`config.mk`:
```
export PLATFORM = sky130hd
export DESIGN_NAME = interrupt_controller
export DESIGN_NICKNAME = d
export VERILOG_FILES = /design/src/rtl/interrupt_controller.sv
export SDC_FILE = /design/constraint.sdc
export NUM_CORES = 1
export LEC_CHECK = 0
export BUFFER_PORTS_ARGS = -buffer_cell sky130_fd_sc_hd__buf_2
export CORE_MARGIN = 4
export CORE_UTILIZATION = 25
export DETAILED_ROUTE_END_ITERATION = 10
export GPL_TIMING_DRIVEN = 0
export SLEW_MARGIN = 10
export SYNTH_ARGS = -nofsm -noshare
export SYNTH_HDL_FRONTEND = slang
export SYNTH_SLANG_ARGS = --single-unit
export TNS_END_PERCENT = 20
```
`constraint.sdc`:
```
create_clock -name clk -period 3.1 [get_ports clk]
set_input_delay 0.31 -clock clk [delete_from_list [all_inputs] [get_ports clk]]
set_output_delay 0.31 -clock clk [all_outputs]
set_load 0.05 [all_outputs]
```
`src/rtl/interrupt_controller.sv`:
```
// Four-source edge-triggered interrupt controller with PEND/MASK/CAUSE bus registers.
// irq is registered; rdata is combinational; no backpressure (single-cycle bus access).
module interrupt_controller #(
  parameter logic [31:0] BASE = 32'h4000_0030
) (
  input  logic        clk,
  input  logic        reset,
  input  logic [3:0]  irq_src,
  input  logic        pc31,
  input  logic        entry,
  input  logic        rd,
  input  logic        wr,
  input  logic [31:0] addr,
  input  logic [31:0] wdata,
  output logic [31:0] rdata,
  output logic        irq,
  output logic [1:0]  cause_id
);

  typedef enum logic [1:0] {S_IDLE, S_REQ, S_SERVICE} state_t;

  localparam logic [31:0] A_MASK  = BASE + 32'd4;
  localparam logic [31:0] A_CAUSE = BASE + 32'd8;

  state_t      r_state, w_next;
  logic [3:0]  r_src_q, r_pend, r_mask;
  logic        r_pc31_q, r_armed, r_irq;
  logic [1:0]  r_cause;

  logic        w_sel_pend, w_sel_mask, w_sel_cause;
  logic [3:0]  w_rise, w_act, w_w1c, w_clr_entry;
  logic [1:0]  w_gid;
  logic        w_take;

  assign w_sel_pend  = (addr[31:2] == BASE[31:2]);
  assign w_sel_mask  = (addr[31:2] == A_MASK[31:2]);
  assign w_sel_cause = (addr[31:2] == A_CAUSE[31:2]);

  // r_armed masks the first cycle after reset so a source already high is absorbed into src_q.
  assign w_rise = irq_src & ~r_src_q & {4{r_armed}};
  assign w_act  = r_pend & r_mask;
  assign w_w1c  = (wr && w_sel_pend) ? wdata[3:0] : 4'b0;

  always_comb begin
    w_gid = 2'd0;
    for (int i = 3; i >= 0; i--) begin
      if (w_act[i]) w_gid = 2'(i);
    end
  end

  always_comb begin
    w_next = r_state;
    w_take = 1'b0;
    case (r_state)
      S_IDLE:    if (w_act != 4'b0 && !pc31) w_next = S_REQ;
      S_REQ: begin
        if (w_act == 4'b0) begin
          w_next = S_IDLE;
        end else if (entry) begin
          w_next = S_SERVICE;
          w_take = 1'b1;
        end
      end
      S_SERVICE: if (r_pc31_q && !pc31) w_next = S_IDLE;
      default:   w_next = S_IDLE;
    endcase
  end

  assign w_clr_entry = w_take ? (4'b0001 << w_gid) : 4'b0;

  always_ff @(posedge clk or negedge reset) begin
    if (!reset) begin
      r_state  <= S_IDLE;
      r_src_q  <= 4'b0;
      r_pend   <= 4'b0;
      r_mask   <= 4'b0;
      r_pc31_q <= 1'b0;
      r_armed  <= 1'b0;
      r_irq    <= 1'b0;
      r_cause  <= 2'd0;
    end else begin
      r_state  <= w_next;
      r_src_q  <= irq_src;
      r_pc31_q <= pc31;
      r_armed  <= 1'b1;
      r_irq    <= (w_next == S_REQ);
      // Set has priority over both write-1-to-clear and the entry clear.
      r_pend   <= (r_pend & ~(w_w1c | w_clr_entry)) | w_rise;
      if (wr && w_sel_mask) r_mask <= wdata[3:0];
      if (w_take) r_cause <= w_gid;
    end
  end

  always_comb begin
    rdata = 32'b0;
    if (rd) begin
      if (w_sel_pend)       rdata = {28'b0, r_pend};
      else if (w_sel_mask)  rdata = {28'b0, r_mask};
      else if (w_sel_cause) rdata = {27'b0, (r_state == S_SERVICE), 2'b0, r_cause};
    end
  end

  assign irq      = r_irq;
  assign cause_id = r_cause;

endmodule

```
Word-level counts from Yosys, hierarchy flattened
Index checks and enable logic that the tools add are counted.

word-level totals
  register bits = 19
  word-level logic and storage cells = 49
  output and inout bits = 35
  bits of input ports = 74

cells by class
  reductions and logical operators = 8
  shift operators = 1
  muxes and demuxes = 18
  bitwise operators = 8
  equality and inequality tests = 6

operators with widths
  operator                                         count
  == test 30 x 29 -> 1 bit, second input constant  3
  2-to-1 mux 5 bit                                 4
  bitwise AND 4 bit                                4
  2-to-1 mux 2 bit                                 8
  2-to-1 mux 4 bit                                 2
  NOT 4 bit                                        2
  OR 4 bit                                         2
  case mux 2 bit (3 select lines)                  1
  == test 2 x 1 -> 1 bit, second input constant    2
  logical AND 1 bit                                4
  logical NOT 4 bit                                1
  nonzero test 4 bit                               1
  left shift 1 x 2 -> 4 bit, first input constant  1
  2-to-1 mux 1 bit                                 3
  == test 2 bit, second input constant             1
  logical NOT 2 bit                                1
  logical NOT 1 bit                                1

Depth between registers and ports, before layout
Gate-level depths: netlist (run 1).

  depth after elaboration = 11
  gate-level depth with buffers = 5
  gate-level depth less buffers = 4

Worst setup path after synthesis (run 1)
OpenSTA, ideal clock, no wires.

  path kind = input-to-output
  start = input addr[22]
  end = output rdata[2]
  path buffers = 0
  arrival time = 2.280 ns
  slack = 0.510 ns
  cell stages on the path = 4
  data required time = 2.790 ns
  path through = nor4_1 -> nand4_1 -> or3_1 -> nor3_1

on the way
  cells in the longest elaborated chain, start to end = 4
  elaborated cells on any way between the ends = 5
  classes of those cells = eq/ne (2); mux (3)

RTL lines
  element                   line  source
  start: declaration        13    input logic [31:0] addr,
  == test 30 x 29 -> 1 bit  36    assign w_sel_mask = (addr[31:2] == A_MASK[31:2]);
  2-to-1 mux 5 bit          98    else if (w_sel_mask) rdata = {28'b0, r_mask};
  2-to-1 mux 5 bit (*)      97    if (w_sel_pend) rdata = {28'b0, r_pend};
  2-to-1 mux 5 bit (*)      96    if (rd) begin
  end: declaration          15    output logic [31:0] rdata,

Mark *: on every way between the ends. The rest lies on a longest branch, timed or not.

Worst setup path after layout (run 1)
  start = input addr[11]
  end = output rdata[4]

on the way
  cells in the longest elaborated chain, start to end = 5
  elaborated cells on any way between the ends = 7
  classes of those cells = eq/ne (3); mux (4)

RTL lines
  element                   line  source
  == test 30 x 29 -> 1 bit  37    assign w_sel_cause = (addr[31:2] == A_CAUSE[31:2]);
  2-to-1 mux 5 bit          99    else if (w_sel_cause) rdata = {27'b0, (r_state == S_SERVICE), 2'b0, r_cause};
  2-to-1 mux 5 bit          98
  2-to-1 mux 5 bit (*)      97
  2-to-1 mux 5 bit (*)      96

Marked as above.

==> impl_metrics.tcl, run 1 <==
set metrics [dict create \
    status "complete, no violations" \
    pwr-share-comb_pct 26.1 \
    mostFrequentLayoutCells "buf_2, conb_1, buf_4, dfrtp_1, nor2_1" \
    grt_pass1_wl_mm 4.59 \
    vias_per_cell 3.97 \
    io_buffers 49 \
    syn_area_mm2 0.00121 \
    wl_per_cell_um 10.5 \
    finalPower_mw 0.574 \
    drcViolationCount 0 \
    drtIter0Drc 34 \
    crit_fanout 5 \
    hold_path_end "r_src_q[2]" \
    yosysUniqueCellTypes 35 \
    fin_hold_ws_ps 179 \
    grt_usage_pct 9.49 \
    report.final.setup_viol 0 \
    hold_start "irq_src[2]" \
    regToRegSetupSlack_ps 1740 \
    hpwl_mm 2.42 \
    rsz0062_at_grt "false" \
    slew_headroom_pct 59.7 \
    ctsHoldBuffers 1 \
    skew_ps 5.61 \
    seqPwrFrac_pct 44.1 \
    busiest_layer "met2" \
    gr-total-overflow 0 \
    slew_violations 0 \
    cp_slowest_stage_delay_ps 500 \
    tightest_slew_ps 600 \
    rr_worst_depth 3 \
    met3_usage_pct 3.94 \
    die_y_um 77.6 \
    cts.repair.resized 0 \
    period_needed_ps 2250 \
    vias 1071 \
    cp.buffers_inverters 2 \
    end_kind "output port" \
    nFillCells 483 \
    antenna_found_initial 0 \
    cts_root_buf "clkbuf_8" \
    multi_input_area_um2 616 \
    yosysWarningCount 0 \
    synth_seq_cells 19 \
    clock_latency_ps 260 \
    clkSinkCount 19 \
    vdd_drop_max_mv 0.389 \
    seq_area_frac_synth_pct 39.2 \
    maxCapViolations 0 \
    grt_max_degree 20 \
    drt-total-wl_mm 2.84 \
    num_antenna_cells 0 \
    critPathTopFamily "simple AND/OR/NAND/NOR gates" \
    internal-power_mw 0.393 \
    gp_congestion 0.732 \
    die_area_mm2 0.00603 \
    synthToLayoutAreaGrowth_pct 39.8 \
    async_flop_share_pct 100 \
    p_switching_mw 0.181 \
    fmax_mhz 444 \
    first_pass_iters 4 \
    path_clk_slew_ps 70 \
    synth_edf_count 0 \
    core-area_mm2 0.00472 \
    tritoncts "yes" \
    regArea_um2 475 \
    syn_area_per_cell_um2 9.86 \
    initial_core_util_pct 25.7 \
    post-cts-setup-buffers 0 \
    hp-class "in -> reg" \
    cp_common_cell "buf_2" \
    setup_tns_ps 0 \
    drive_gt1_share_pct 44.3 \
    min_period_over_period_pct 72.6 \
    r2r-start "r_mask[0]" \
    grt_pass1_vias 1014 \
    path_cells "buf_2 -> nor4b_2 -> nand4_1 -> or3_1 -> nor4_2 -> buf_2" \
    synthCells 123 \
    slowest_stage "or3_1" \
    grtUsageMet2_pct 15.4 \
    cts-htree-levels 1 \
    hold_viol_final 0 \
    numCtsBuffers 3 \
    die_w_um 77.6 \
    worstSetupStartpointType "input port" \
    drtAntennaViolNets 0 \
    critPathKind "in -> out" \
    cp.arrival_ps 1940 \
    use_met1_pct 11.7 \
    swShare_pct 31.5 \
    p_per_area_mw_per_mm2 338 \
    regToRegEndpoint "r_state[0]" \
    synth_ff_type "dfrtp_1" \
    leakage_nw 0.867 \
    required_ps 2790 \
    clkPwrFrac_pct 29.8 \
    layout_commonest_cell "buf_2" \
    clock_path_buffers 2 \
    placed_cells_incl_taps 265 \
    whs_path_depth 1 \
    row_count 25 \
    instances_no_fill 270 \
    fin_nets 278 \
    io_pins 109 \
]
area by class of cell:
cell class,instances,share of cell area (%)
repair buffers,50,15.1
inverters,2,0.443
plain buffers,29,12.5
well taps,67,4.94
clock inverters,1,0.295
flip-flops and latches,19,28.0
multi-input cells,99,36.3
clock buffers,3,2.44
sequential cells by signal (all words and copies together), names as in the netlist:
signal and cells:
r_state 2, irq 1, r_src_q 4, r_armed 1, r_mask 4, r_pc31_q 1
cause_id 2, r_pend 4
per-layer routing:
layer,vias to the layer above,share of wire (%),wire [um]
li1,552,-,-
met1,450,42,1190
met2,67,45,1280
met3,2,12,352
met4,0,0.70,20
met5,-,0,0
how the worst max path moves through the flow:
stage	from	endpoint	slack (ps)	cells after the start
after floorplan	addr[22]	rdata[2]	510	4
after global placement	addr[22]	rdata[4]	830	6
after detailed placement	addr[11]	rdata[4]	800	6
after CTS	addr[11]	rdata[4]	790	6
after global routing	addr[11]	rdata[4]	720	6
final	addr[11]	rdata[4]	850	6
power by group through the flow:
stage / clock (mW) / sequential, mW / combinational (mW)
5_1_grt: 0.193 / 0.253 / 0.161
3_5_place_dp: 0 / 0.258 / 0.148
4_1_cts: 0.178 / 0.253 / 0.149
2_1_floorplan: 0 / 0.258 / 0.113
3_3_place_gp: 0 / 0.258 / 0.147
6_report: 0.171 / 0.253 / 0.150
Yosys cell counts, types with 2 or more instances:
library cell,n,area share [%]
nand2_1,5,1.5
nor3_1,3,1.2
buf_4,27,17
nand3b_1,5,3.1
a21boi_0,2,1.2
a22o_1,2,1.4
a21oi_1,4,1.7
nand4_1,2,1.0
mux2_4,4,5.0
a2111oi_0,2,1.4
inv_1,2,0.62
a31oi_1,2,1.0
nor4_1,5,2.6
o21ai_0,5,2.1
nor2_1,6,1.9
nor2b_1,3,1.5
o21a_1,2,1.2
dfrtp_1,19,39
mux2i_1,4,3.3
nand3_1,3,1.2
conb_1,2,0.62
through the flow:
step	util [%]	instance area, um2	worst slack, ps
after floorplan	-	1310	510
after global placement	34.7	1640	826
after detailed placement	34.7	1640	801
after CTS	35.9	1700	788
after global routing	35.9	1700	717
final	35.9	1700	849
kinds of logic after synthesis:
logic type	Yosys count	synth area share, %
simple gates	39	20.1
buf+inv	31	18.1
compound gates	24	13.7
flops	19	39.2
mux	8	8.26
other cells	2	0.619
Note: power is estimated with default switching activity, not from simulation.
==> run 2: changes to the inputs <==
- clock period: 3.1 -> 2 ns (I/O delays scaled with it)
==> impl_metrics.tcl, run 2 (synthesis results as in run 1) <==
set metrics [dict create \
    tritoncts "yes" \
    cts-htree-levels 1 \
    mostFrequentLayoutCells "buf_2, buf_4, conb_1, dfrtp_1, nor2_1" \
    drtIter0Drc 32 \
    clock_path_buffers 2 \
    antenna_found_initial 0 \
    grt_max_degree 20 \
    path_cells "buf_2 -> nor4b_2 -> nand4_1 -> or3_4 -> nor4_2 -> buf_4" \
    grt_pass1_wl_mm 4.60 \
    vias 1071 \
    maxCapViolations 0 \
    multi_input_area_um2 621 \
    drive_gt1_share_pct 44.8 \
    hpwl_mm 2.42 \
    core-area_mm2 0.00472 \
    worstSetupStartpointType "input port" \
    cp.arrival_ps 1660 \
    drtAntennaViolNets 0 \
    vias_per_cell 3.97 \
    cp_slowest_stage_delay_ps 400 \
    first_pass_iters 4 \
    crit_fanout 5 \
    skew_ps 5.51 \
    initial_core_util_pct 25.7 \
    reg_top3 "r_mask: 4 flops, r_pend: 4 flops, r_src_q: 4 flops" \
    drcViolationCount 0 \
    die_w_um 77.6 \
    p_per_area_mw_per_mm2 520 \
    grt_usage_pct 9.52 \
    slowest_stage "or3_4" \
    end_kind "output port" \
    io_buffers 49 \
    numCtsBuffers 3 \
    die_area_mm2 0.00603 \
    gr-total-overflow 0 \
    slew_headroom_pct 59.6 \
    row_count 25 \
    hold_viol_final 0 \
    wl_per_cell_um 10.5 \
    fin_nets 278 \
    clock_latency_ps 260 \
    critPathTopFamily "simple AND/OR/NAND/NOR gates" \
    synthToLayoutAreaGrowth_pct 40.9 \
    leakage_nw 0.867 \
    fin_hold_ws_ps 69.2 \
    tightest_slew_ps 601 \
    cp.buffers_inverters 2 \
    nFillCells 481 \
    fmax_mhz 538 \
    drt-total-wl_mm 2.84 \
    required_ps 1800 \
    cts_root_buf "clkbuf_8" \
    path_clk_slew_ps 70 \
    period_needed_ps 1860 \
    slew_violations 0 \
    hp-class "in -> reg" \
    gp_congestion 0.732 \
    report.final.setup_viol 0 \
    io_pins 109 \
    rsz0062_at_grt "false" \
    min_period_over_period_pct 93.0 \
    num_antenna_cells 0 \
    status "complete, no violations" \
    finalPower_mw 0.889 \
    die_y_um 77.6 \
    grt_pass1_vias 1016 \
    regArea_um2 475 \
    layout_commonest_cell "buf_2" \
    regToRegSetupSlack_ps 640 \
    vdd_drop_max_mv 0.604 \
    critPathKind "in -> out" \
    clkSinkCount 19 \
]
[run 2: changes by cell type in the layout (fill, tap and decap cells not counted)]
cell,delta
clkbuf_4,+1
or3_4,+1
buf_2,-3
or3_1,-1
buf_4,+2
[run 2: through the flow]
stage	cells	setup TNS [ps]	instance area, um2	setup WS (ps)	util (%)
finish	270	0	1710	140	36.2
global route	270	0	1710	23.2	36.2
CTS	270	0	1700	7.76	36.1
detailed placement	265	-132	1640	-78.7	34.7
global placement	265	-53.7	1640	-53.7	34.7
floorplan	149	-942	1310	-370	-
[run 2: path summary, 6_finish.rpt]
check | to | cells after the start | from
hold / removal | r_src_q[2] | 1 | irq_src[2]
min in group asynchronous | r_state[0] | 2 | reset
hold reg to reg | irq | 1 | r_state[1]
max in group asynchronous | r_pc31_q | 2 | reset
setup / recovery | rdata[4] | 6 | addr[11]
setup reg to reg | r_state[0] | 3 | r_mask[0]
[run 2: repair_timing]
item                                    in CTS  in global routing
resized for setup                            2                  3
hold buffers                                 1                  0
pin swaps                                    0                  2
setup buffers                                0                  0
hold endpoints to repair                    19                  0
endpoints found under the setup margin       3                  4
[run 2: metal layers]
metal	global-route usage [%]	vias to the layer above	wire length, um
li1	-	551	-
met1	11.8	450	1180
met2	15.4	68	1280
met3	3.94	2	355
met4	2.14	0	20
met5	0	-	0
[run 2: cell type report]
type | instances | share of cell area, %
tap | 67 | 4.91
buffer | 29 | 12.4
timing repair buffer | 50 | 15.4
multi-input combinational | 99 | 36.3
clock buffer | 3 | 2.42
clock inverter | 1 | 0.293
sequential | 19 | 27.8
inverter | 2 | 0.440
[run 2: power breakdown]
part / internal (mW) / switching (mW) / leakage (nW)
registers: 0.390 / 0.00189 / 0.231
clock network: 0.138 / 0.126 / 0.0255
logic: 0.0802 / 0.152 / 0.611
total: 0.609 / 0.280 / 0.867
==> run 3: changes to the inputs <==
- CELL_PAD_IN_SITES_DETAIL_PLACEMENT: unset -> 0
- CELL_PAD_IN_SITES_GLOBAL_PLACEMENT: unset -> 1
- CORE_UTILIZATION: 25 -> 23
- PLACE_DENSITY_LB_ADDON: unset -> 0.1
- SKIP_LAST_GASP: unset -> 1
- SLEW_MARGIN: 10 -> 15
==> impl_metrics.tcl, run 3 (synthesis results as in run 1) <==
set metrics [dict create \
    cp_common_cell "buf_2" \
    first_pass_iters 4 \
    clkSinkCount 19 \
    wl_per_cell_um 11.0 \
    fin_nets 279 \
    tritoncts "yes" \
    row_count 26 \
    path_cells "buf_2 -> nor4_1 -> nand4_1 -> or3_4 -> nor3_1 -> buf_2" \
    grt_usage_pct 9.26 \
    drcViolationCount 0 \
    path_clk_slew_ps 70 \
    gr-total-overflow 0 \
    slowest_stage "or3_4" \
    setup_tns_ps 0 \
    grt_pass1_vias 1008 \
    regToRegEndpoint "cause_id[0]" \
    stdcell_area_mm2 0.00173 \
    io_buffers 49 \
    hold_start "irq_src[1]" \
    cts-htree-levels 1 \
    die_area_mm2 0.00650 \
    vdd_drop_max_mv 0.319 \
    fmax_mhz 541 \
    slew_violations 0 \
    hold_path_end "r_src_q[1]" \
    cp.arrival_ps 1650 \
    slew_headroom_pct 62.9 \
    placed_cell_area_mm2 0.00164 \
    maxCapViolations 0 \
    status "complete, no violations" \
    report.final.setup_viol 0 \
    end_kind "output port" \
    clock_latency_ps 250 \
    crit_fanout 5 \
    rr_worst_depth 4 \
    core-area_mm2 0.00511 \
    hp-class "in -> reg" \
    skew_ps 2.36 \
    cts_root_buf "clkbuf_8" \
    layout_commonest_cell "buf_2" \
    tightest_slew_ps 553 \
    drtAntennaViolNets 0 \
    reg_top3 "r_mask: 4 flops, r_pend: 4 flops, r_src_q: 4 flops" \
    synthToLayoutAreaGrowth_pct 42.5 \
    grt_max_degree 20 \
    min_period_over_period_pct 92.4 \
    hold_viol_final 0 \
    worstSetupStartpointType "input port" \
    regToRegSetupSlack_ps 710 \
    die_y_um 80.6 \
    initial_core_util_pct 23.7 \
    cp_slowest_stage_delay_ps 450 \
    drtIter0Drc 19 \
    num_antenna_cells 0 \
    numCtsBuffers 3 \
    rsz0062_at_grt "false" \
    leakage_nw 0.870 \
    drt-total-wl_mm 3.01 \
    io_pins 109 \
    finalPower_mw 0.886 \
    startpoint "addr[29]" \
    whs_path_depth 1 \
    vias_per_cell 3.83 \
    mostFrequentLayoutCells "buf_2, buf_4, conb_1, dfrtp_1, nor2_1" \
    worst_slack_ps 152 \
    dpl_worst_slack_ps -48.4 \
    antenna_found_initial 0 \
    vias 1049 \
    period_needed_ps 1850 \
    p_per_area_mw_per_mm2 513 \
    hpwl_mm 2.60 \
    drive_gt1_share_pct 45.6 \
    critPathKind "in -> out" \
    gp_congestion 0.751 \
    r2r-start "r_mask[0]" \
    clock_path_buffers 2 \
    required_ps 1800 \
    grt_pass1_wl_mm 4.73 \
    die_w_um 80.6 \
]
run 3: critical path, delay by kind of cell:
family	cells	cell delay, ps
simple gates	4	1060
buf+inv	2	380
run 3: metal layers:
metal / global-route usage (%) / wire [um]
met5: 0 / 0
met3: 2.13 / 288
met2: 16.0 / 1440
met4: 1.52 / 11
met1: 11.9 / 1260
run 3: repair_timing:
action / 4_1_cts / 5_1_grt
hold endpoints to repair: 19 / 0
setup buffers: 0 / 1
pin swaps: 0 / 1
endpoints found under the setup margin: 1 / 5
hold buffers: 1 / 0
gates resized for setup: 1 / 4
run 3: layout make-up:
type,instances,area [um2]
Tap cell,70,87.6
Inverter,2,7.51
Timing Repair Buffer,51,268
Clock buffer,4,45.0
Fill cell,566,3380
Buffer,29,211
Multi-Input combinational cell,99,633
Sequential cell,19,475
run 3: where the power goes:
group | leakage [nW] | internal (mW) | switching [mW]
Combinational | 0.616 | 0.0808 | 0.155
Sequential | 0.231 | 0.390 | 0.00191
Clock | 0.0228 | 0.141 | 0.117
Total | 0.870 | 0.612 | 0.274
run 3: how the worst max path moves through the flow:
stage,endpoint,slack [ps]
2_1_floorplan,rdata[2],-370
3_3_place_gp,rdata[4],-5
3_5_place_dp,rdata[4],-50
4_1_cts,rdata[4],9
5_1_grt,rdata[4],40
6_report,rdata[2],150
run 3: metrics by stage:
stage / cells / hold slack [ps] / utilization (%)
2_1_floorplan: 149 / -95.6 / -
3_3_place_gp: 268 / 164 / 32.2
3_5_place_dp: 268 / 168 / 32.2
4_1_cts: 273 / 60.6 / 33.3
5_1_grt: 274 / 56.9 / 33.8
6_report: 274 / 68.2 / 33.8
